### src/rtl/cd_display.sv
// Two-digit multiplexed 7-segment display for the round countdown: 2 clk input-to-segment latency, blinks in WARN, steady "00" in DONE.
// Optional LEAD_ZERO_BLANK_EN blanks a leading tens zero in RUN/WARN.
module cd_display #(
  parameter int unsigned SCAN_DIV  = 100000,
  parameter int unsigned BLINK_DIV = 50000000,
  parameter int unsigned WARN_TH   = 5
) (
  input  logic       clk,
  input  logic       rst,
  input  logic [4:0] cd,
  input  logic       cd_en,
  output logic [7:0] seg,
  output logic [1:0] an
);

  localparam int unsigned SCAN_W  = $clog2(SCAN_DIV);
  localparam int unsigned BLINK_W = $clog2(BLINK_DIV);
  localparam logic [4:0]  WARN_V  = 5'(WARN_TH);

  typedef enum logic [1:0] {
    BLANK = 2'd0,
    RUN   = 2'd1,
    WARN  = 2'd2,
    DONE  = 2'd3
  } state_t;

  state_t               state_q, state_d;
  logic [4:0]           cd_q;
  logic                 en_q;
  logic [SCAN_W-1:0]    scan_cnt_q;
  logic                 sel_q;
  logic [BLINK_W-1:0]   blink_cnt_q;
  logic                 blink_ph_q;
  logic [7:0]           seg_q, seg_d;
  logic [1:0]           an_q, an_d;
  logic [1:0]           tens;
  logic [3:0]           ones;
  logic [3:0]           dig;

  function automatic logic [7:0] seg_code(input logic [3:0] d);
    logic [7:0] s;
    case (d)
      4'd0:    s = 8'h3F;
      4'd1:    s = 8'h06;
      4'd2:    s = 8'h5B;
      4'd3:    s = 8'h4F;
      4'd4:    s = 8'h66;
      4'd5:    s = 8'h6D;
      4'd6:    s = 8'h7D;
      4'd7:    s = 8'h07;
      4'd8:    s = 8'h7F;
      4'd9:    s = 8'h6F;
      default: s = 8'h00;
    endcase
    return s;
  endfunction

  // Input never exceeds 31, so three compares give the tens digit directly.
  always_comb begin
    tens = 2'd0;
    ones = cd_q[3:0];
    if (cd_q >= 5'd30) begin
      tens = 2'd3;
      ones = 4'(cd_q - 5'd30);
    end else if (cd_q >= 5'd20) begin
      tens = 2'd2;
      ones = 4'(cd_q - 5'd20);
    end else if (cd_q >= 5'd10) begin
      tens = 2'd1;
      ones = 4'(cd_q - 5'd10);
    end
  end

  always_comb begin
    state_d = state_q;
    unique case (state_q)
      BLANK: begin
        if (!en_q)                state_d = DONE;
        else if (cd_q <= WARN_V)  state_d = WARN;
        else                      state_d = RUN;
      end
      RUN: begin
        if (!en_q || cd_q == 5'd0) state_d = DONE;
        else if (cd_q <= WARN_V)   state_d = WARN;
      end
      WARN: begin
        if (!en_q || cd_q == 5'd0) state_d = DONE;
        else if (cd_q > WARN_V)    state_d = RUN;
      end
      DONE: begin
        if (en_q && cd_q != 5'd0)
          state_d = (cd_q <= WARN_V) ? WARN : RUN;
      end
    endcase
  end

  always_comb begin
    seg_d = 8'h00;
    an_d  = 2'b00;
    dig   = sel_q ? {2'b00, tens} : ones;
    unique case (state_q)
      BLANK: begin
        seg_d = 8'h00;
        an_d  = 2'b00;
      end
      DONE: begin
        an_d  = sel_q ? 2'b10 : 2'b01;
        seg_d = seg_code(4'd0);
      end
      RUN, WARN: begin
        if (!(state_q == WARN && blink_ph_q)) begin
          an_d  = sel_q ? 2'b10 : 2'b01;
          seg_d = seg_code(dig);
        end
`ifdef LEAD_ZERO_BLANK_EN
        // Slot keeps its time share so the ones digit brightness does not change.
        if (sel_q && tens == 2'd0) begin
          an_d  = 2'b00;
          seg_d = 8'h00;
        end
`endif
      end
    endcase
  end

  always_ff @(posedge clk) begin
    if (!rst) begin
      state_q     <= BLANK;
      cd_q        <= 5'd0;
      en_q        <= 1'b0;
      scan_cnt_q  <= '0;
      sel_q       <= 1'b0;
      blink_cnt_q <= '0;
      blink_ph_q  <= 1'b0;
      seg_q       <= 8'h00;
      an_q        <= 2'b00;
    end else begin
      cd_q    <= cd;
      en_q    <= cd_en;
      state_q <= state_d;
      seg_q   <= seg_d;
      an_q    <= an_d;

      if (state_q != BLANK) begin
        if (scan_cnt_q == SCAN_W'(SCAN_DIV - 1)) begin
          scan_cnt_q <= '0;
          sel_q      <= ~sel_q;
        end else begin
          scan_cnt_q <= scan_cnt_q + SCAN_W'(1);
        end
      end

      // Entering or leaving WARN restarts the blink so digits show first.
      if (state_q == WARN && state_d == WARN) begin
        if (blink_cnt_q == BLINK_W'(BLINK_DIV - 1)) begin
          blink_cnt_q <= '0;
          blink_ph_q  <= ~blink_ph_q;
        end else begin
          blink_cnt_q <= blink_cnt_q + BLINK_W'(1);
        end
      end else begin
        blink_cnt_q <= '0;
        blink_ph_q  <= 1'b0;
      end
    end
  end

  assign seg = seg_q;
  assign an  = an_q;

endmodule

### config.mk
export PLATFORM = sky130hd
export DESIGN_NAME = cd_display
export DESIGN_NICKNAME = d
export VERILOG_FILES = /design/src/rtl/cd_display.sv
export SDC_FILE = /design/constraint.sdc
export NUM_CORES = 1
export LEC_CHECK = 0
export CAP_MARGIN = 0
export CORE_AREA = 2 2 81 83
export DETAILED_ROUTE_END_ITERATION = 10
export DIE_AREA = 0 0 83 85
export GPL_ROUTABILITY_DRIVEN = 0
export PLACE_DENSITY = 0.78
export SETUP_SLACK_MARGIN = 0.5
export SYNTH_ARGS = -nofsm -noshare
export SYNTH_HDL_FRONTEND = slang
export SYNTH_SLANG_ARGS = --single-unit
export TNS_END_PERCENT = 50
### constraint.sdc
create_clock -name clk -period 2.45 [get_ports clk]
set_input_delay 0.49 -clock clk [delete_from_list [all_inputs] [get_ports clk]]
set_output_delay 0.49 -clock clk [all_outputs]
set_load 0.02 [all_outputs]
# ---- Yosys cells after proc, flatten, opt, wreduce, memory -nomap -nowiden
# Memories as Yosys holds them, arrays and structs flattened.
# Cells that the tools add are included.
dict set report totals {
  mem_count 1
  output_inout_bits 10
  inputBits 8
  romBits 112
  word_cells 64
  ff_bits 63
}
dict set report op_classes {
  eq_ne 6
  n_bitwise 4
  muxes 21
  add_sub_neg 5
  n_lt_le_gt_ge 5
  reduce_logical 13
}
# name words word_bits read_ports rd_ports_with_merged_regs wr line_no
set memory_table {}
lappend memory_table {{(no name shown)} 16 7 1 0 0 42} ;# case (d)
# operator count
set op_table {}
lappend op_table {{$add 26x1->26 const B} 1}
lappend op_table {{$eq 26x26->1 const B} 1}
lappend op_table {{$pmux 8 s3} 1}
lappend op_table {{$mux 2} 11}
lappend op_table {{$add 17x1->17 const B} 1}
lappend op_table {{$eq 17x17->1 const B} 1}
lappend op_table {{$mux 17} 1}
lappend op_table {{$mux 4} 4}
lappend op_table {{$ge 5x5->1 const B} 2}
lappend op_table {{$mux 8} 1}
lappend op_table {{$pmux 2 s4} 1}
lappend op_table {{$sub 4x4->4 const B} 2}
lappend op_table {{$eq 2x2->1 const B} 3}
lappend op_table {{$pmux 2 s3} 1}
lappend op_table {{$ge 5x4->1 const B} 1}
lappend op_table {{$gt 5x3->1 const B} 1}
lappend op_table {{$le 5x3->1 const B} 1}
lappend op_table {{$logic_not 5->1} 1}
lappend op_table {{$reduce_bool 5->1} 1}
lappend op_table {{$not 1->1} 4}
lappend op_table {{$reduce_and 2->1} 2}
lappend op_table {{$sub 4x3->4 const B} 1}
lappend op_table {{$logic_and 1x1->1} 3}
lappend op_table {{$reduce_or 3->1} 1}
lappend op_table {{other kinds (7)} 7}

# ---- Longest topological paths before layout
# Gate-level depths: netlist (run 1).
dict set report depth {
  word_depth 8
  mapped_depth 11
  depth_no_buf 11
}

# ---- Worst setup path before layout (run 1)
# OpenSTA, ideal clock, no wires.
dict set report synth_path {
  path_kind {reg2reg}
  startpoint {register cd_q[2]}
  endpoint {register seg_q[3], in the netlist seg[3]}
  required_ps 2324
  setup_time_ps 126
  stages_incl_launch_ff 12
  path_buffers 0
  arrival_time_ps 2417
  period_less_slack_ps 2543
  slack_ps -93
  path_cell_list {dfxtp_1 -> inv_1 -> ha_1 -> nand2b_1 -> a21oi_1 -> or4_1 -> a31oi_1 -> inv_1 -> ha_1 -> nand3_1 -> a21oi_1 -> o21ai_0}
}
dict set report synth_via {
  elab_chain_len 8
  elab_cells_between_ends 16
  classes_between {3 x add/sub; 3 x order compare; 9 x mux; 1 x memory}
}
# element line_no
set synth_rtl {}
lappend synth_rtl {{from (decl)} 28} ;# logic [4:0] cd_q;
lappend synth_rtl {{from (signal assigned)} 129} ;# cd_q <= 5'd0;
lappend synth_rtl {{from (signal assigned)} 138} ;# cd_q <= cd;
lappend synth_rtl {{$sub 4x4->4 or $ge 5x4->1 (tied branches)} {70, 68}}
lappend synth_rtl {{$mux 4 or $mux 1 (tied branches)} 68} ;# end else if (cd_q >= 5'd10) begin
lappend synth_rtl {{$mux 4 or $mux 2 (tied branches)} 65} ;# end else if (cd_q >= 5'd20) begin
lappend synth_rtl {{$mux 4 or $mux 2 (tied branches)} 62} ;# if (cd_q >= 5'd30) begin
lappend synth_rtl {{$mux 4 (*)} 100} ;# dig = sel_q ? {2'b00, tens} : ones;
lappend synth_rtl {{$mem_v2 16x7 (*)} --}
lappend synth_rtl {{$mux 8 (*)} 111} ;# if (!(state_q == WARN && blink_ph_q)) begin
lappend synth_rtl {{$pmux 8 s3 (*)} 101} ;# unique case (state_q)
lappend synth_rtl {{to (signal assigned)} 141} ;# seg_q <= seg_d;
lappend synth_rtl {{to (decl)} 34} ;# logic [7:0] seg_q, seg_d;
# Mark *: on every way between the ends. The rest lies on a longest branch, timed or not.
# A chain may end at the register's enable or synchronous reset.

# ---- Worst setup path after layout (run 1)
dict set report layout_path {
  startpoint {register cd_q[1]}
  endpoint {register seg_q[0], in the netlist seg[0]}
}
# Same word-level chain as after synthesis.

==> key figures, run 1 <==
Setup path
  – Critical-path maximum fanout: 5
  – Critical path class: reg -> reg
  – Critical path endpoint category: flop
  – Worst Path Required: 2670 ps
  – Crit path DAT: 2530 ps
  – Startpoint Class: flop

Route
  – Via density: 5.36
  – Vias: 2611
  – # DRC: 0
  – Final WL: 6850 microns
  – DRT iter0 DRCs: 137
  – Drt pass-1 iters: 4
  – Antenna Nets Post-Route: 0
  – Drt wl/cell: 14.1 microns

Global route
  – First-pass GRT wire length: 10700 microns
  – Met3 global-route usage: 3.89%
  – Vias in the first global route: 2484
  – Global route total overflow: 0
  – GRT Total Usage: 18.2%
  – GR Layer Usage met1: 21.3%
  – Met2 Use GR: 32.0%
  – Most Crowded Layer GR: met2
  – Pin count of the biggest net entering global routing: 25
  – Initial antenna violation count: 0

STA
  – Max Fclk: 433 MHz
  – Period utilization: 94.3%
  – Hold_ws: 440 ps
  – Worst slew pin tran: 743 ps
  – Rel. slew slack: 50.0%
  – RSZ-0062 raised after global routing: yes
  – Hold violation count in the final report: 0
  – Min Tclk post-route: 2310 ps
  – Skew final: 13.8 ps
  – Setup violators final: 0
  – Final TNS setup: 0 ps
  – Pins over their slew limit: 0

Clock network
  – Clk slew on worst S/H paths: 70 ps
  – CTS H-Tree Depth: 3
  – CTS root buf: clkbuf_8
  – CTS Buffer Depth: 2
  – Clock buffer count from CTS: 9
  – Worst-Skew Late Latency: 330 ps
  – Hold Buf Count CTS: 0
  – TritonCTS clock tree: built
  – Clk sinks: 62

Logic synthesis
  – Synthesized instance count: 357
  – Yosys warning total: 0
  – Syn avg cell area: 8.83 sq um
  – Mapped Area: 0.00315 sq mm
  – Number of synthesized register bits: 62
  – Syn_nets: 384
  – Synth unique cells: 53
  – Post-synth EDFFs: 0
  – Sequential cell area fraction in the yosys report: 39.4%
  – Main synth FF type: dfxtp_1
  – Async set or reset register ratio after synthesis: 0%

Final layout
  – Layout filler cell count: 466
  – # nets final: 432
  – Area delta synth->final: 28.7%
  – Seq. cell area: 0.00125 sq mm
  – Finished Core Util: 65.4%
  – Share of cells above drive strength 1: 22.7%
  – Diodes inserted: 0
  – Area of the multi-input gates: 0.00201 sq mm

Pwr
  – Pwr per Cell Area: 695 mW/mm^2
  – Final Power: 2.82 mW
  – Max VDD drop: 0.562 mV
  – Leak pwr: 1.52 nW

Floorplanning
  – Core Region: 0.00620 sq mm
  – Full die area: 0.00706 sq mm
  – Io pins: 18
  – Die width: 83 microns
  – FP Rows: 29
  – Die Span Y: 85 microns
  – Initial Util: 50.8%

Status
  – Status: finished clean

Job
  – MaxCap Viol Count: 0

Min path
  – Type of the worst min-delay path: reg -> reg

Placed design
  – # port buffers: 16
  – Hpwl dp: 4370 microns
-- area by class of cell --
cell class | count | share of cell area, %
sequential | 62 | 30.9
tap | 77 | 2.38
inverter | 15 | 1.45
clock inverter | 6 | 2.13
timing repair buffer | 44 | 10.5
clock buffer | 10 | 3.15
multi-input combinational | 273 | 49.5
-- cells by family (layout without fill, tap and decap cells) --
kind of cell / after synthesis / in the layout / share of synthesized area (%)
compound gates: 46 / 46 / 10.9
xor+xnor: 43 / 43 / 11.9
fa+ha+maj: 19 / 19 / 7.54
buf+inv: 22 / 75 / 3.41
flops: 62 / 62 / 39.4
mux: 2 / 2 / 0.635
other cells: 1 / 1 / 0.119
simple gates: 162 / 162 / 26.0
-- report_power, final --
group          internal (mW)  switching [mW]  total (mW)
registers               1.09          0.0638        1.16
logic                  0.330           0.369       0.699
clock network          0.571           0.389       0.960
total                   1.99           0.822        2.82
-- per-layer routing --
metal / vias to the layer above / share of wire (%)
met5: - / 0
met1: 1236 / 45
met4: 0 / 1.7
li1: 1320 / -
met3: 13 / 2.3
met2: 42 / 51
-- state kept, by name, indices dropped and copies added (netlist names) --
name         count
blink_cnt_q     26
sel_q            1
an               2
blink_ph_q       1
en_q             1
seg              7
state_q          2
cd_q             5
scan_cnt_q      17
-- cells in the mapped netlist (all sizes together), types with 2 or more instances --
master | n | area (sq um)
nand2b | 4 | 25.0
xnor2 | 20 | 175
o31ai | 3 | 22.5
nor2 | 63 | 239
nand4 | 8 | 50.1
nand3 | 18 | 90.1
ha | 19 | 238
and2 | 13 | 81.3
a21oi | 14 | 70.1
nor4 | 3 | 18.8
and3 | 12 | 75.1
a31oi | 3 | 18.8
nand3b | 2 | 15.0
a21bo | 3 | 30.0
or4 | 3 | 22.5
inv | 14 | 52.6
nor3 | 4 | 20.0
mux2i | 2 | 20.0
o21ai | 9 | 52.6
xor2 | 23 | 201
nor2b | 2 | 12.5
nand2 | 20 | 77.6
nand4b | 3 | 26.3
nor4b | 3 | 26.3
buf | 6 | 47.5
a21o | 2 | 15.0
dfxtp | 62 | 1240
-- cells in the final DEF (no fill, tap or decap), types with 8 or more instances in the layout --
cell | Yosys | layout
nand3_1 | 18 | 14
inv_1 | 14 | 10
nor2_1 | 62 | 61
dfxtp_1 | 62 | 58
ha_1 | 19 | 11
clkbuf_8 | 0 | 9
nand2_1 | 19 | 18
and2_1 | 13 | 13
xor2_1 | 23 | 23
a21oi_1 | 14 | 10
nand4_1 | 8 | 8
buf_4 | 2 | 23
and3_1 | 12 | 9
clkdlybuf4s50_1 | 0 | 16
xnor2_1 | 20 | 20
-- critical path, stage by stage (launching register included) --
cell	delay, ps
dfxtp_4	380
inv_4	70
ha_4	130
nand2b_4	50
and3_4	150
or4_4	540
a31oi_4	210
buf_6	140
ha_1	180
nand3_1	110
a21oi_2	170
o21ai_1	70
-- worst paths after layout --
check                               startpoint  slack, ps             end  cells after the start
worst max-delay path                   cd_q[1]        140          seg[0]                     11
worst min-delay path            blink_cnt_q[0]        440  blink_cnt_q[0]                      1
worst max register to register         cd_q[1]        140          seg[0]                     11
worst min register to register  blink_cnt_q[0]        440  blink_cnt_q[0]                      1
-- through the flow --
step | std cells | instance area (sq um) | setup WS (ps)
floorplan | 357 | 3260 | 258
global placement | 449 | 3520 | 157
detailed placement | 449 | 3520 | 65.8
CTS | 476 | 3850 | 181
global route | 487 | 4060 | 67.6
finish | 487 | 4060 | 140
-- repair_timing --
action,in CTS,in global routing
setup buffers,11,8
gates resized for setup,8,22
pin swaps,6,6
endpoints found under the setup margin,41,53
gates cloned,0,3
No activity file was read; power rests on OpenSTA's default activity.
==> inputs of run 2 (changes only) <==
--- a/config.mk
+++ b/config.mk
@@ -15,4 +15,3 @@
 export SYNTH_ARGS = -nofsm -noshare
 export SYNTH_HDL_FRONTEND = slang
 export SYNTH_SLANG_ARGS = --single-unit
-export TNS_END_PERCENT = 50
==> run 2 against run 1 <==
  * Clock power is 12% lower
  * Via count up 0.65%
  * Sequential power is essentially flat
  * Die area is the same
  * Cell count shrank 0.62%
  * Routed wire length rose by 3.0%
  * Power shrank 4.2%
  * First-iteration DRC count grew 13%
  * Sequential cell count unchanged
  * Critical path depth decreased by 1
  * Combinational power about the same
  * Critical path type unchanged
  * Largest power group unchanged
==> key figures, run 2 (synthesis results as in run 1) <==
Status
  – Status: finished clean

Clock network
  – TritonCTS clock tree: built
  – Worst-Skew Late Latency: 340 ps (about the same)
  – Clk slew on worst S/H paths: 70 ps (about the same)
  – CTS Buffer Depth: 2 (unchanged)
  – Clk sinks: 62 (unchanged)
  – CTS root buf: clkbuf_8
  – Hold Buf Count CTS: 0 (unchanged)
  – CTS H-Tree Depth: 3 (unchanged)
  – Clock buffer count from CTS: 9 (unchanged)

Setup path
  – Top delay family on crit path: compound AO/OA/AOI/OAI gates
  – Startpoint Class: flop
  – CP peak stage delay: 440 ps (-100 ps)
  – Critical-path maximum fanout: 7 (+2)
  – Critical path class: reg -> reg
  – Slowest cell on crit path: or4_4
  – CP Cell Sequence: buf_6 -> ha_4 -> nand2b_4 -> and3_4 -> or4_4 -> a31oi_4 -> ha_2 -> a21bo_4 -> a21oi_2 -> o21ai_1
  – Worst Path Required: 2670 ps (about the same)
  – Critical path endpoint category: flop
  – Buf/Inv on CP: 1 (-1)
  – Crit path DAT: 2600 ps (+70 ps)

STA
  – Max Fclk: 421 MHz (-2.7%)
  – Rel. slew slack: 51.0% (+1.0 points)
  – Worst slew pin tran: 727 ps (-15.3 ps)
  – Hold_ws: 442 ps (+1.40 ps)
  – Skew final: 8.03 ps (-5.74 ps)
  – Final TNS setup: 0 ps (unchanged)
  – Period utilization: 96.9% (+2.6 points)
  – Pins over their slew limit: 0 (unchanged)
  – Setup violators final: 0 (unchanged)
  – Min Tclk post-route: 2370 ps (+64.4 ps)
  – RSZ-0062 raised after global routing: yes
  – Hold violation count in the final report: 0 (unchanged)

Placed design
  – Hpwl dp: 4310 microns (-1.4%)
  – Placed cell areas: 0.00352 sq mm (about the same)
  – # port buffers: 16 (unchanged)
  – Placed cell count: 451 (+0.45%)

Floorplanning
  – Die Span Y: 85 microns (unchanged)
  – Core Region: 0.00620 sq mm (unchanged)
  – Io pins: 18 (unchanged)
  – Die width: 83 microns (unchanged)
  – Full die area: 0.00706 sq mm (unchanged)
  – Initial Util: 50.8% (unchanged)
  – FP Rows: 29 (unchanged)

Final layout
  – Non-filler cells, final: 484 (-0.62%)
  – # nets final: 429 (-0.69%)
  – Most common cell after layout, fill and taps aside: dfxtp_1
  – Share of cells above drive strength 1: 26.5% (+3.9 points)
  – Area delta synth->final: 30.8%
  – Largest register FFs: 26 (unchanged)
  – Diodes inserted: 0 (unchanged)
  – Top reg by flops: blink_cnt_q
  – Most frequent cells in the layout: dfxtp_1 (55), nor2_1 (54), xor2_1 (23)
  – Fin area: 0.00412 sq mm (+1.7%)

Route
  – # DRC: 0 (unchanged)
  – Uppermost layer routed: met4
  – DRT iter0 DRCs: 155 (+13%)
  – WL met1: 3160 microns (+1.4%)
  – Drt wl/cell: 14.6 microns (+3.6%)
  – Antenna Nets Post-Route: 0 (unchanged)
  – Met3 wire length: 277 microns (+74%)
  – Vias: 2628 (+0.65%)
  – WL met2: 3460 microns (about the same)
  – Drt pass-1 iters: 4 (unchanged)
  – Final WL: 7060 microns (+3.0%)
  – Via density: 5.43 (+1.3%)

Global route
  – First-pass GRT wire length: 11300 microns (+6.5%)
  – Global route total overflow: 0 (unchanged)
  – Pin count of the biggest net entering global routing: 18 (-28%)
  – Vias in the first global route: 2531 (+1.9%)
  – Initial antenna violation count: 0 (unchanged)
  – GRT Total Usage: 19.6% (+1.4 points)

Job
  – MaxCap Viol Count: 0 (unchanged)

Pwr
  – Pwr per Cell Area: 654 mW/mm^2 (-5.8%)
  – Leak pwr: 1.48 nW (-2.6%)
  – Max VDD drop: 0.451 mV (-20%)
  – Final Power: 2.70 mW (-4.2%)

Min path
  – Type of the worst min-delay path: reg -> reg
-- run 2: repair_timing --
item	4_1_cts	5_1_grt
setup endpoints to repair	41	51
pin swaps	38	11
gates resized for setup	38	30
setup buffers	10	4
gates cloned	3	0
-- run 2: layer usage --
| metal | track usage (%) | vias to the layer above |
|---|---|---|
| met5 | 0 | - |
| met4 | 6.26 | 0 |
| met3 | 5.25 | 17 |
| met2 | 34.4 | 55 |
| met1 | 23.4 | 1238 |
| li1 | - | 1318 |
-- run 2: metrics by stage --
| stage | setup slack (ps) | utilization, % |
|---|---|---|
| detailed placement | 85.5 | 56.7 |
| floorplan | 258 | - |
| global placement | 167 | 56.7 |
| CTS | 171 | 63.8 |
| global route | 10.2 | 66.5 |
| finish | 75.8 | 66.5 |
-- run 2: final cells by class --
cell class	count	area [sq um]
multi-input cells	273	2130
fillers	481	2080
clock inverters	6	43.8
inverters	15	61.3
clock buffers	10	149
repair buffers	41	385
flip-flops and latches	62	1250
well taps	77	96.3
-- run 2: final timing paths --
path	start	endpoint	cells after the start	slack, ps
worst max register to register	cd_q[2]	seg[0]	10	80
worst min register to register	blink_cnt_q[0]	blink_cnt_q[0]	1	440
worst max-delay path	cd_q[2]	seg[0]	10	80
worst min-delay path	blink_cnt_q[0]	blink_cnt_q[0]	1	440
-- run 2: worst reg2reg max path, stage by stage, from the launching register on --
cell,delay [ps]
dfxtp_4,420
buf_6,120
ha_4,140
nand2b_4,60
and3_4,160
or4_4,440
a31oi_4,220
ha_2,230
a21bo_4,250
a21oi_2,150
o21ai_1,70
-- run 2: report_power, final --
part | switching (mW) | internal (mW) | total [mW] | leakage [nW]
sequential | 0.0650 | 1.09 | 1.16 | 0.505
clock | 0.412 | 0.431 | 0.843 | 0.0978
combinational | 0.374 | 0.324 | 0.698 | 0.877
